===== src/rtl/sine_period_detector.sv =====
// Period / peak-to-peak / amplitude detector for offset-binary tone samples.
// Uses midscale rising crossings with hysteresis, and reports lock and loss of signal.
module sine_period_detector #(
    parameter int DATA_WIDTH = 12,
    parameter int MIDSCALE   = 2048,
    parameter int HYST       = 16,
    parameter int CNT_WIDTH  = 16,
    parameter int LOCK_COUNT = 4,
    parameter int PERIOD_TOL = 2
) (
    input  logic                  i_clk,
    input  logic                  i_rst_n,
    input  logic [DATA_WIDTH-1:0] i_sample,
    input  logic                  i_sample_valid,
    output logic [CNT_WIDTH-1:0]  o_period,
    output logic [DATA_WIDTH-1:0] o_max,
    output logic [DATA_WIDTH-1:0] o_min,
    output logic [DATA_WIDTH-1:0] o_amplitude,
    output logic                  o_meas_valid,
    output logic                  o_locked,
    output logic                  o_timeout
);

    localparam logic [1:0] S_INIT = 2'd0;
    localparam logic [1:0] S_NEG  = 2'd1;
    localparam logic [1:0] S_MEAS = 2'd2;

    localparam logic [DATA_WIDTH-1:0] LVL_HI = DATA_WIDTH'(MIDSCALE + HYST);
    localparam logic [DATA_WIDTH-1:0] LVL_LO = DATA_WIDTH'(MIDSCALE - HYST);
    localparam logic [CNT_WIDTH-1:0]  CNT_MAX = '1;
    localparam int MW = $clog2(LOCK_COUNT + 1);
    localparam logic [MW-1:0] MATCH_MAX = MW'(LOCK_COUNT);
    localparam logic [MW-1:0] MATCH_PRE = MW'(LOCK_COUNT - 1);

    logic [1:0]            r_state;
    logic                  r_pos;
    logic [CNT_WIDTH-1:0]  r_cnt;
    logic [DATA_WIDTH-1:0] r_run_max;
    logic [DATA_WIDTH-1:0] r_run_min;
    logic                  r_seeded;
    logic [MW-1:0]         r_match;
    logic [CNT_WIDTH-1:0]  r_period;
    logic [DATA_WIDTH-1:0] r_max;
    logic [DATA_WIDTH-1:0] r_min;
    logic [DATA_WIDTH-1:0] r_amp;
    logic                  r_meas_valid;
    logic                  r_locked;
    logic                  r_timeout;

    logic                  w_hi;
    logic                  w_lo;
    logic                  w_rise;
    logic                  w_event;
    logic                  w_tmo;
    logic                  w_match;
    logic [CNT_WIDTH-1:0]  w_cnt_inc;
    logic [CNT_WIDTH-1:0]  w_diff;
    logic [DATA_WIDTH-1:0] w_span;

    assign w_hi      = (i_sample >= LVL_HI);
    assign w_lo      = (i_sample <= LVL_LO);
    assign w_rise    = ~r_pos & w_hi;
    // INIT advances on the first low sample; NEG and MEASURE advance on rising crossings
    assign w_event   = (r_state == S_INIT) ? w_lo : w_rise;
    assign w_cnt_inc = r_cnt + 1'b1;
    assign w_tmo     = (w_cnt_inc == CNT_MAX);
    assign w_diff    = (w_cnt_inc >= r_period) ? (w_cnt_inc - r_period) : (r_period - w_cnt_inc);
    assign w_match   = (w_diff <= CNT_WIDTH'(PERIOD_TOL));
    assign w_span    = r_run_max - r_run_min;

    always_ff @(posedge i_clk or negedge i_rst_n) begin
        if (!i_rst_n) begin
            r_state      <= S_INIT;
            r_pos        <= 1'b0;
            r_cnt        <= '0;
            r_run_max    <= '0;
            r_run_min    <= '0;
            r_seeded     <= 1'b0;
            r_match      <= '0;
            r_period     <= '0;
            r_max        <= '0;
            r_min        <= '0;
            r_amp        <= '0;
            r_meas_valid <= 1'b0;
            r_locked     <= 1'b0;
            r_timeout    <= 1'b0;
        end else begin
            r_meas_valid <= 1'b0;
            r_timeout    <= 1'b0;
            if (i_sample_valid) begin
                if (w_hi) begin
                    r_pos <= 1'b1;
                end else if (w_lo) begin
                    r_pos <= 1'b0;
                end
                if (w_event) begin
                    case (r_state)
                        S_INIT: begin
                            r_state <= S_NEG;
                            r_cnt   <= '0;
                        end
                        S_NEG: begin
                            r_state   <= S_MEAS;
                            r_cnt     <= '0;
                            r_run_max <= i_sample;
                            r_run_min <= i_sample;
                            r_seeded  <= 1'b0;
                        end
                        S_MEAS: begin
                            r_period     <= w_cnt_inc;
                            r_max        <= r_run_max;
                            r_min        <= r_run_min;
                            r_amp        <= w_span >> 1;
                            r_meas_valid <= 1'b1;
                            r_cnt        <= '0;
                            r_run_max    <= i_sample;
                            r_run_min    <= i_sample;
                            r_seeded     <= 1'b1;
                            // r_period still holds the previous period here
                            if (r_seeded) begin
                                if (w_match) begin
                                    if (r_match != MATCH_MAX) r_match <= r_match + 1'b1;
                                    if (r_match >= MATCH_PRE) r_locked <= 1'b1;
                                end else begin
                                    r_match  <= '0;
                                    r_locked <= 1'b0;
                                end
                            end
                        end
                        default: r_state <= S_INIT;
                    endcase
                end else if (w_tmo) begin
                    r_timeout <= 1'b1;
                    r_state   <= S_INIT;
                    r_cnt     <= '0;
                    r_match   <= '0;
                    r_locked  <= 1'b0;
                end else begin
                    r_cnt <= w_cnt_inc;
                    if (r_state == S_MEAS) begin
                        if (i_sample > r_run_max) r_run_max <= i_sample;
                        if (i_sample < r_run_min) r_run_min <= i_sample;
                    end
                end
            end
        end
    end

    assign o_period     = r_period;
    assign o_max        = r_max;
    assign o_min        = r_min;
    assign o_amplitude  = r_amp;
    assign o_meas_valid = r_meas_valid;
    assign o_locked     = r_locked;
    assign o_timeout    = r_timeout;

endmodule


===== config.mk =====
export PLATFORM = sky130hd
export DESIGN_NAME = sine_period_detector
export DESIGN_NICKNAME = d
export VERILOG_FILES = /design/src/rtl/sine_period_detector.sv
export SDC_FILE = /design/constraint.sdc
export NUM_CORES = 1
export LEC_CHECK = 0
export CAP_MARGIN = 20
export CORE_AREA = 2 2 119 167
export CTS_BUF_LIST = sky130_fd_sc_hd__clkbuf_8
export DETAILED_ROUTE_END_ITERATION = 8
export DIE_AREA = 0 0 121 169
export GPL_TIMING_DRIVEN = 0
export PLACE_DENSITY_LB_ADDON = 0.3
export SETUP_SLACK_MARGIN = 0.02
export SLEW_MARGIN = 20
export SYNTH_ARGS = -nofsm -noshare
export SYNTH_HDL_FRONTEND = slang
export SYNTH_SLANG_ARGS = --single-unit
export TNS_END_PERCENT = 1

===== constraint.sdc =====
create_clock -name i_clk -period 11 [get_ports i_clk]
set_input_delay 3.3 -clock i_clk [delete_from_list [all_inputs] [get_ports i_clk]]
set_output_delay 3.3 -clock i_clk [all_outputs]
set_load 0.03 [all_outputs]

==> results of run 1 <==
-- routing by layer --
layer | wire (um) | part of all wire | GRT usage | vias up
li1 | - | - | - | 3315
met1 | 8490 | 0.39 | 0.249 | 3243
met2 | 11500 | 0.53 | 0.400 | 184
met3 | 708 | 0.033 | 0.0219 | 57
met4 | 909 | 0.042 | 0.103 | 0
met5 | 0 | 0 | 0 | -
-- critical path: cells and delay by family --
kind | cells | cell delay (ns)
buf+inv | 4 | 1.48
simple gates | 3 | 0.92
compound gates | 4 | 0.83
-- area by class of cell --
| cell class | instances | area (um^2) | area share |
|---|---|---|---|
| buffer | 47 | 228 | 0.0260 |
| inverter | 90 | 338 | 0.0386 |
| timing repair buffer | 69 | 709 | 0.0811 |
| multi-input combinational | 651 | 4400 | 0.504 |
| tap | 248 | 310 | 0.0355 |
| clock buffer | 9 | 124 | 0.0142 |
| clock inverter | 7 | 106 | 0.0122 |
| sequential | 101 | 2530 | 0.289 |
-- cells by family after synthesis --
family / count (synthesis) / synth area share
AO/OA/AOI/OAI: 241 / 0.212
XOR/XNOR: 29 / 0.0339
adder cells (fa/ha/maj): 76 / 0.130
buffers and inverters: 137 / 0.0754
flip-flops: 101 / 0.337
multiplexers: 18 / 0.0262
other: 1 / 0.000500
AND/OR/NAND/NOR: 286 / 0.185
-- sequential cells by signal, summed over array words and instances, names as in the netlist --
name / count
o_amplitude: 11
o_locked: 1
o_max: 12
o_meas_valid: 1
o_min: 12
o_period: 16
o_timeout: 1
r_cnt: 16
r_match: 3
r_pos: 1
r_run_max: 12
r_run_min: 12
r_seeded: 1
r_state: 2
-- cells in the final DEF (no fill, tap or decap), types with 6 or more instances in the layout --
cell type,synthesis,layout
clkbuf_8,0,9
a211oi_1,9,9
nor4_1,9,9
nand2_1,114,114
nand3_1,34,34
and3_1,6,6
clkdlybuf4s50_1,0,67
clkbuf_1,31,31
o31ai_1,11,11
xnor2_1,19,19
a31oi_1,7,7
ha_1,73,73
a311o_1,14,14
nand4_1,15,15
nor3_1,25,25
o221ai_1,14,14
nor2_1,37,37
o21ai_0,82,82
mux2_1,10,10
a22o_1,8,8
inv_1,87,87
xor2_1,10,10
nor2b_1,11,11
dfrtp_1,101,101
buf_2,8,8
a21oi_1,40,40
a21o_1,11,11
-- power breakdown --
group | leakage (nW) | internal [mW] | total [mW] | switching (mW)
Clock | 0.116 | 0.132 | 0.278 | 0.146
Sequential | 1.26 | 0.503 | 0.613 | 0.110
Combinational | 2.59 | 0.633 | 1.55 | 0.919
Total | 3.96 | 1.27 | 2.44 | 1.18
-- worst min path at each step --
stage               slack, ns  cells after the start          start       endpoint
CTS                      0.50                      2       o_min[2]       o_min[2]
global placement         0.46                      2       o_min[0]       o_min[0]
detailed placement       0.47                      2       o_min[2]       o_min[2]
floorplan                0.46                      1  r_run_min[10]  r_run_min[10]
finish                   0.49                      2       o_min[2]       o_min[2]
global route             0.50                      1   r_run_min[7]   r_run_min[7]
-- through the flow --
stage	hold slack [ns]	cells	instance area (um^2)	setup slack [ns]	utilization
2_1_floorplan	0.458	889	7500	5.48	-
3_3_place_gp	0.464	1205	8490	2.66	0.447
3_5_place_dp	0.473	1206	8520	4.38	0.448
4_1_cts	0.499	1222	8750	4.79	0.461
5_1_grt	0.504	1222	8750	4.57	0.461
6_report	0.493	1222	8750	4.72	0.461
==> flow_summary.toml, run 1 <==
[setup_path]
arrival_ns = 6.56
cpPeakStageDelay_ns = 0.62
worst-setup-path-type = "input pin to register"
cp-start-kind = "input pin"
critPathCaptureType = "register"
ff2ff_setup_slack_ns = 5.94
crit_fanout = 10
endpoint = "r_run_max[4]"
r2r-start = "r_cnt[1]"
crit_path_start = "i_sample[1]"
timing.rr.end = "r_match[2]"
r2r_cells = 15
path_cells = "clkdlybuf4s50_1, or4_1, a31oi_1, a22o_1, clkbuf_1, nand2_1, clkbuf_1, clkbuf_1, nand3_1, o221ai_1, a311o_1"
crit_path_frequent_cell = "clkbuf_1"
crit_slowest_cell = "or4_1"
required_ns = 11.28

[routing]
antenna_left = 0
vias = 6799
via_per_inst = 5.56
drt-pass1-iter-count = 4
drc = 0
wl_um = 21600
wl_per_cell_um = 17.7
drt_iter0_markers = 450

[floorplan]
rows = 60
die_area_um2 = 20400
core_area_um2 = 19000
initial_core_util = 0.395
die_h_um = 169
io_pins = 70
dieWidth_um = 121

[clocking]
path_clk_slew_ns = 0.11
cts_tree = "built"
htree_num_levels = 3
clkLatencyLatePin_ns = 0.39
clockBufferDepth = 2
root_buffer = "clkbuf_8"
cts_repair_resize_count = 0
cts_hold_buf = 0
clock_sinks = 101
postCtsSetupBuffers = 0
numCtsBuffers = 9

[sta]
setup_viol = 0
fin_setup_tns_ns = 0
min_period_ns = 6.28
period_share = 0.571
tightest_slew_ns = 0.814
fmax_mhz = 159
drv_slew = 0
clock_skew_ns = 0.0131
max-slew-margin-rel = 0.443
hold_viol = 0
rsz0062_at_grt = "no"

[grt]
grt_pass1_vias = 6826
grt_use_total = 0.217
grt_pass1_wl_um = 35300
grt_antenna_before_repair = 0
grt_max_degree = 70
grt_overflow = 0

[yosys]
synth.most_common_cell = "nand2_1"
syn_inst = 889
syn-cell-area_um2 = 7500
synth_largest_area_cell = "dfrtp_1"
synthDistinctLibCells = 70
synthTopCellsByArea = "dfrtp_1 34%, ha_1 12%, nand2_1 5.7%, o21ai_0 5.5%, inv_1 4.4%"
synth_edf_count = 0
ys_async_sr_fraction = 1.00
seq_area_frac_synth = 0.337
synthFlopType = "dfrtp_1"
synth.avg_cell_area_um2 = 8.43
synth_top_area_frac = 0.337
synthesis.nets = 980
yosysWarnings = 0
synthTopCellsByCount = "114 x nand2_1, 101 x dfrtp_1, 87 x inv_1, 82 x o21ai_0, 73 x ha_1"
synth_seq_cells = 101

[power]
power.total_mw = 2.44
leakage_nw = 3.96
peakVddDrop_mv = 0.133
powerDensity_nw_per_um2 = 279

[layout]
nFillCells = 1914
fin_nets = 1060
area_growth_pct = 16.7
drive_above_1_share = 0.0503
antenna_cells = 0

[hold_path]
min_path_type = "register to register"

[placed_design]
port_buffers = 68
hpwl_um = 17000
gp_congestion = 0.894

[run_status]
status = "completed"

[run]
cap_violations = 0
Power figures use the tool's default switching activity.
==> run 2: changes to the inputs <==
Clock period 11 ns to 6.03 ns, I/O delays scaled along.
==> flow_summary.toml, run 2 (same netlist as run 1, synthesis figures left out) <==
[layout]
area_growth_pct = 16.7
nFillCells = 1914
antenna_cells = 0
fin_nets = 1060
final_cells = 1222
drive_above_1_share = 0.0503
finish.utilization = 0.461
final_cell_mix = "114 x nand2_1, 101 x dfrtp_1, 87 x inv_1"
multiInputGateArea_um2 = 4400
regArea_um2 = 2530
layout_commonest_cell = "nand2_1"

[clocking]
path_clk_slew_ns = 0.11
cts_repair_resize_count = 0
cts_hold_buf = 0
clockBufferDepth = 2
clkLatencyLatePin_ns = 0.39
root_buffer = "clkbuf_8"
numCtsBuffers = 9
htree_num_levels = 3
clock_sinks = 101
postCtsSetupBuffers = 0
cts_tree = "built"

[power]
leakage_nw = 3.96
powerDensity_nw_per_um2 = 510
peakVddDrop_mv = 0.243

[setup_path]
critPathCaptureType = "register"
cpPeakStageDelay_ns = 0.72
cp-start-kind = "register"
crit_buf_inv = 3
path_cells = "ha_1, clkbuf_1, xnor2_1, inv_1, ha_1, buf_2, a211oi_1, nor2_1, mux2i_1, or4_1, a2111oi_0, nand4_1, o221ai_1, nand3_1, o221ai_1"
arrival_ns = 5.37
required_ns = 6.34
worst-setup-path-type = "register to register"
crit_fanout = 9
crit_slowest_cell = "a2111oi_0"
cpLargestDelayFamily = "compound AO/OA/AOI/OAI gates"

[grt]
grt_max_degree = 70
grt_antenna_before_repair = 0
grt_pass1_vias = 6822
grt_overflow = 0
grt_pass1_wl_um = 35300
grt_use_total = 0.217

[sta]
hold_slack_ns = 0.493
period_share = 0.840
layout_setup_ws_ns = 0.964
setup_viol = 0
max-slew-margin-rel = 0.449
min_period_ns = 5.07
clock_skew_ns = 0.0116
fmax_mhz = 197
tightest_slew_ns = 0.806
drv_slew = 0
rsz0062_at_grt = "no"
hold_viol = 0

[routing]
vias = 6832
drc = 0
wl_um = 21600
drt-pass1-iter-count = 5
antenna_left = 0
drt_iter0_markers = 452
via_per_inst = 5.59
wl_per_cell_um = 17.7

[floorplan]
dieWidth_um = 121
die_h_um = 169
core_area_um2 = 19000
die_area_um2 = 20400
io_pins = 70
rows = 60
initial_core_util = 0.395

[hold_path]
min_path_type = "register to register"

[placed_design]
gp_congestion = 0.894
port_buffers = 68
pre_cts_ws_ns = 0.906
hpwl_um = 17000
dp_cells = 1206

[run_status]
status = "completed"

[run]
cap_violations = 0
[run 2: cell counts in the layout (fill, tap and decap cells not counted)]
Identical to the previous run, type by type.
[run 2: per-layer routing]
layer | vias to the layer above | part of all wire | track usage
li1 | 3320 | - | -
met1 | 3266 | 0.39 | 0.249
met2 | 185 | 0.53 | 0.400
met3 | 61 | 0.032 | 0.0219
met4 | 0 | 0.045 | 0.103
met5 | - | 0 | 0
[run 2: path summary, 6_finish.rpt]
check                      slack [ns]    startpoint            to  depth (start not counted)
min in group asynchronous        1.29       i_rst_n  r_run_max[4]                          1
hold reg to reg                  0.49  r_run_min[2]  r_run_min[2]                          1
max in group asynchronous        4.09       i_rst_n   o_period[1]                          2
setup reg to reg                 0.96      r_cnt[1]    r_match[2]                         15
setup / recovery                 0.96      r_cnt[1]    r_match[2]                         15
hold / removal                   0.49  r_run_min[2]  r_run_min[2]                          1
[run 2: area by class of cell]
type,count,share of cell area
timing repair buffer,69,0.0811
clock inverter,7,0.0122
sequential,101,0.289
clock buffer,9,0.0142
tap,248,0.0355
inverter,90,0.0386
buffer,47,0.0260
multi-input combinational,651,0.504
[run 2: power by group]
| group | internal (mW) | leakage (nW) | switching (mW) |
|---|---|---|---|
| clock | 0.241 | 0.116 | 0.268 |
| sequential | 0.918 | 1.26 | 0.202 |
| combinational | 1.15 | 2.59 | 1.68 |
| total | 2.31 | 3.96 | 2.15 |
[run 2: per-stage QoR]
step	total power, mW	area [um^2]	setup TNS (ns)
after global placement	3.91	8490	-81.53
after CTS	4.47	8750	0
after global routing	4.82	8750	0
after detailed placement	3.95	8520	0
after floorplan	3.06	7500	0
final	4.46	8750	0
==> run 3: changes to the inputs <==
Clock period 6.03 ns to 4.3 ns, I/O delays scaled along.
==> flow_summary.toml, run 3 (same netlist as run 1, synthesis figures left out) <==
[layout]
final_cells = 1226
drive_above_1_share = 0.104
fin_nets = 1064
antenna_cells = 0
final_cell_mix = "114 x nand2_1, 97 x dfrtp_1, 86 x inv_1"
nFillCells = 1876
final_cell_area_um2 = 9040
finish.utilization = 0.476
layout_commonest_cell = "nand2_1"
area_growth_pct = 20.6

[placed_design]
port_buffers = 68
hpwl_um = 17000
dpl_cell_area_um2 = 8520
gp_congestion = 0.894
dp_cells = 1206

[sta]
hold_viol = 0
fmax_mhz = 241
min_period_ns = 4.15
setup_viol = 0
tightest_slew_ns = 0.695
clock_skew_ns = 0.0109
rsz0062_at_grt = "yes"
max-slew-margin-rel = 0.537
hold_slack_ns = 0.493
period_share = 0.965
drv_slew = 0

[setup_path]
arrival_ns = 4.45
r2r_cells = 14
timing.rr.end = "r_match[2]"
cp-start-kind = "register"
crit_fanout = 9
required_ns = 4.60
critPathCaptureType = "register"
worst-setup-path-type = "register to register"
r2r-start = "r_cnt[0]"
ff2ff_setup_slack_ns = 0.15

[hold_path]
min_path_type = "register to register"
min_path_cells = 2
hp-start = "o_min[6]"
holdPathEnd = "o_min[6]"

[routing]
via_per_inst = 5.58
antenna_left = 0
wl_um = 21900
drt-pass1-iter-count = 4
drt_iter0_markers = 494
drc = 0
wl_per_cell_um = 17.8
vias = 6843

[power]
powerDensity_nw_per_um2 = 737
leakage_nw = 4.05
combinationalPowerShare = 0.657
power.total_mw = 6.67
p_sw_mw = 3.24
peakVddDrop_mv = 0.339
pwr-share-seq = 0.236
clkPwrFrac = 0.106
p_int_mw = 3.43
switching_share = 0.485

[floorplan]
rows = 60
initial_core_util = 0.395
die_h_um = 169
core_area_um2 = 19000
die_area_um2 = 20400
io_pins = 70
dieWidth_um = 121

[run_status]
status = "completed"

[clocking]
htree_num_levels = 3
clock_sinks = 101
path_clk_slew_ns = 0.11
root_buffer = "clkbuf_8"
clockBufferDepth = 2
numCtsBuffers = 9
cts_tree = "built"
clkLatencyLatePin_ns = 0.39
cts_hold_buf = 0

[run]
cap_violations = 0

[grt]
grt_overflow = 0
grt_use_total = 0.218
grt_antenna_before_repair = 0
grt_pass1_vias = 6850
grt_pass1_wl_um = 35400
grt_max_degree = 70
[run 3: cell types whose count changed in the layout (fill, tap and decap cells not counted), sizes merged]
| cell | before | now |
|---|---|---|
| clkbuf | 40 | 36 |
| clkinvlp | 0 | 1 |
| buf | 18 | 26 |
| inv | 91 | 90 |
[run 3: worst max-delay path by stage]
stage,start,endpoint,slack (ns),cells past startpoint
4_1_cts,r_cnt[0],r_match[2],0.05,16
5_1_grt,r_cnt[0],r_match[2],-0.04,16
6_report,r_cnt[0],r_match[2],0.15,14
3_3_place_gp,i_rst_n,o_period[5],-2.03,1
3_5_place_dp,r_cnt[1],r_match[2],-0.69,18
2_1_floorplan,r_cnt[1],r_match[0],0.25,18
[run 3: power by group through the flow]
stage | logic (mW) | registers [mW] | clock network, mW
3_3_place_gp | 3.91 | 1.57 | 0
6_report | 4.38 | 1.58 | 0.709
2_1_floorplan | 2.40 | 1.89 | 0
3_5_place_dp | 3.96 | 1.59 | 0
4_1_cts | 4.19 | 1.58 | 0.727
5_1_grt | 4.81 | 1.62 | 0.754
[run 3: final cells by class]
cell class | instances | area [um^2] | area share
Inverter | 90 | 342 | 0.0378
Timing Repair Buffer | 77 | 769 | 0.0851
Clock inverter | 7 | 106 | 0.0118
Sequential cell | 101 | 2530 | 0.280
Tap cell | 248 | 310 | 0.0343
Buffer | 43 | 225 | 0.0249
Multi-Input combinational cell | 651 | 4630 | 0.512
Clock buffer | 9 | 124 | 0.0137
[run 3: through the flow]
step	setup WS, ns	TNS, ns
2_1_floorplan	0.254	0
3_3_place_gp	-2.03	-212.25
3_5_place_dp	-0.687	-7.63
4_1_cts	0.0527	0
5_1_grt	-0.0443	-0.0830
6_report	0.151	0
[run 3: routing by layer]
layer | up-vias | track usage | part of all wire
li1 | 3326 | - | -
met1 | 3300 | 0.249 | 0.39
met2 | 161 | 0.401 | 0.54
met3 | 56 | 0.0219 | 0.030
met4 | 0 | 0.105 | 0.041
met5 | - | 0 | 0
[run 3: critical path, stage by stage (launching register included)]
cell       delay (ns)
dfrtp_1          0.44
buf_4            0.20
inv_1            0.07
ha_2             0.38
inv_1            0.09
fa_1             0.45
a211oi_2         0.30
nor2_1           0.11
mux2i_1          0.14
or4_1            0.59
a2111oi_4        0.36
nand4_1          0.25
o221ai_2         0.29
nand3_2          0.16
o221ai_1         0.22
[run 3: what timing repair did]
item,CTS,global route
resized for setup,19,42
pin swaps,4,7
buffers inserted,1,7
endpoints found under the setup margin,4,17
hold endpoints to repair,0,0
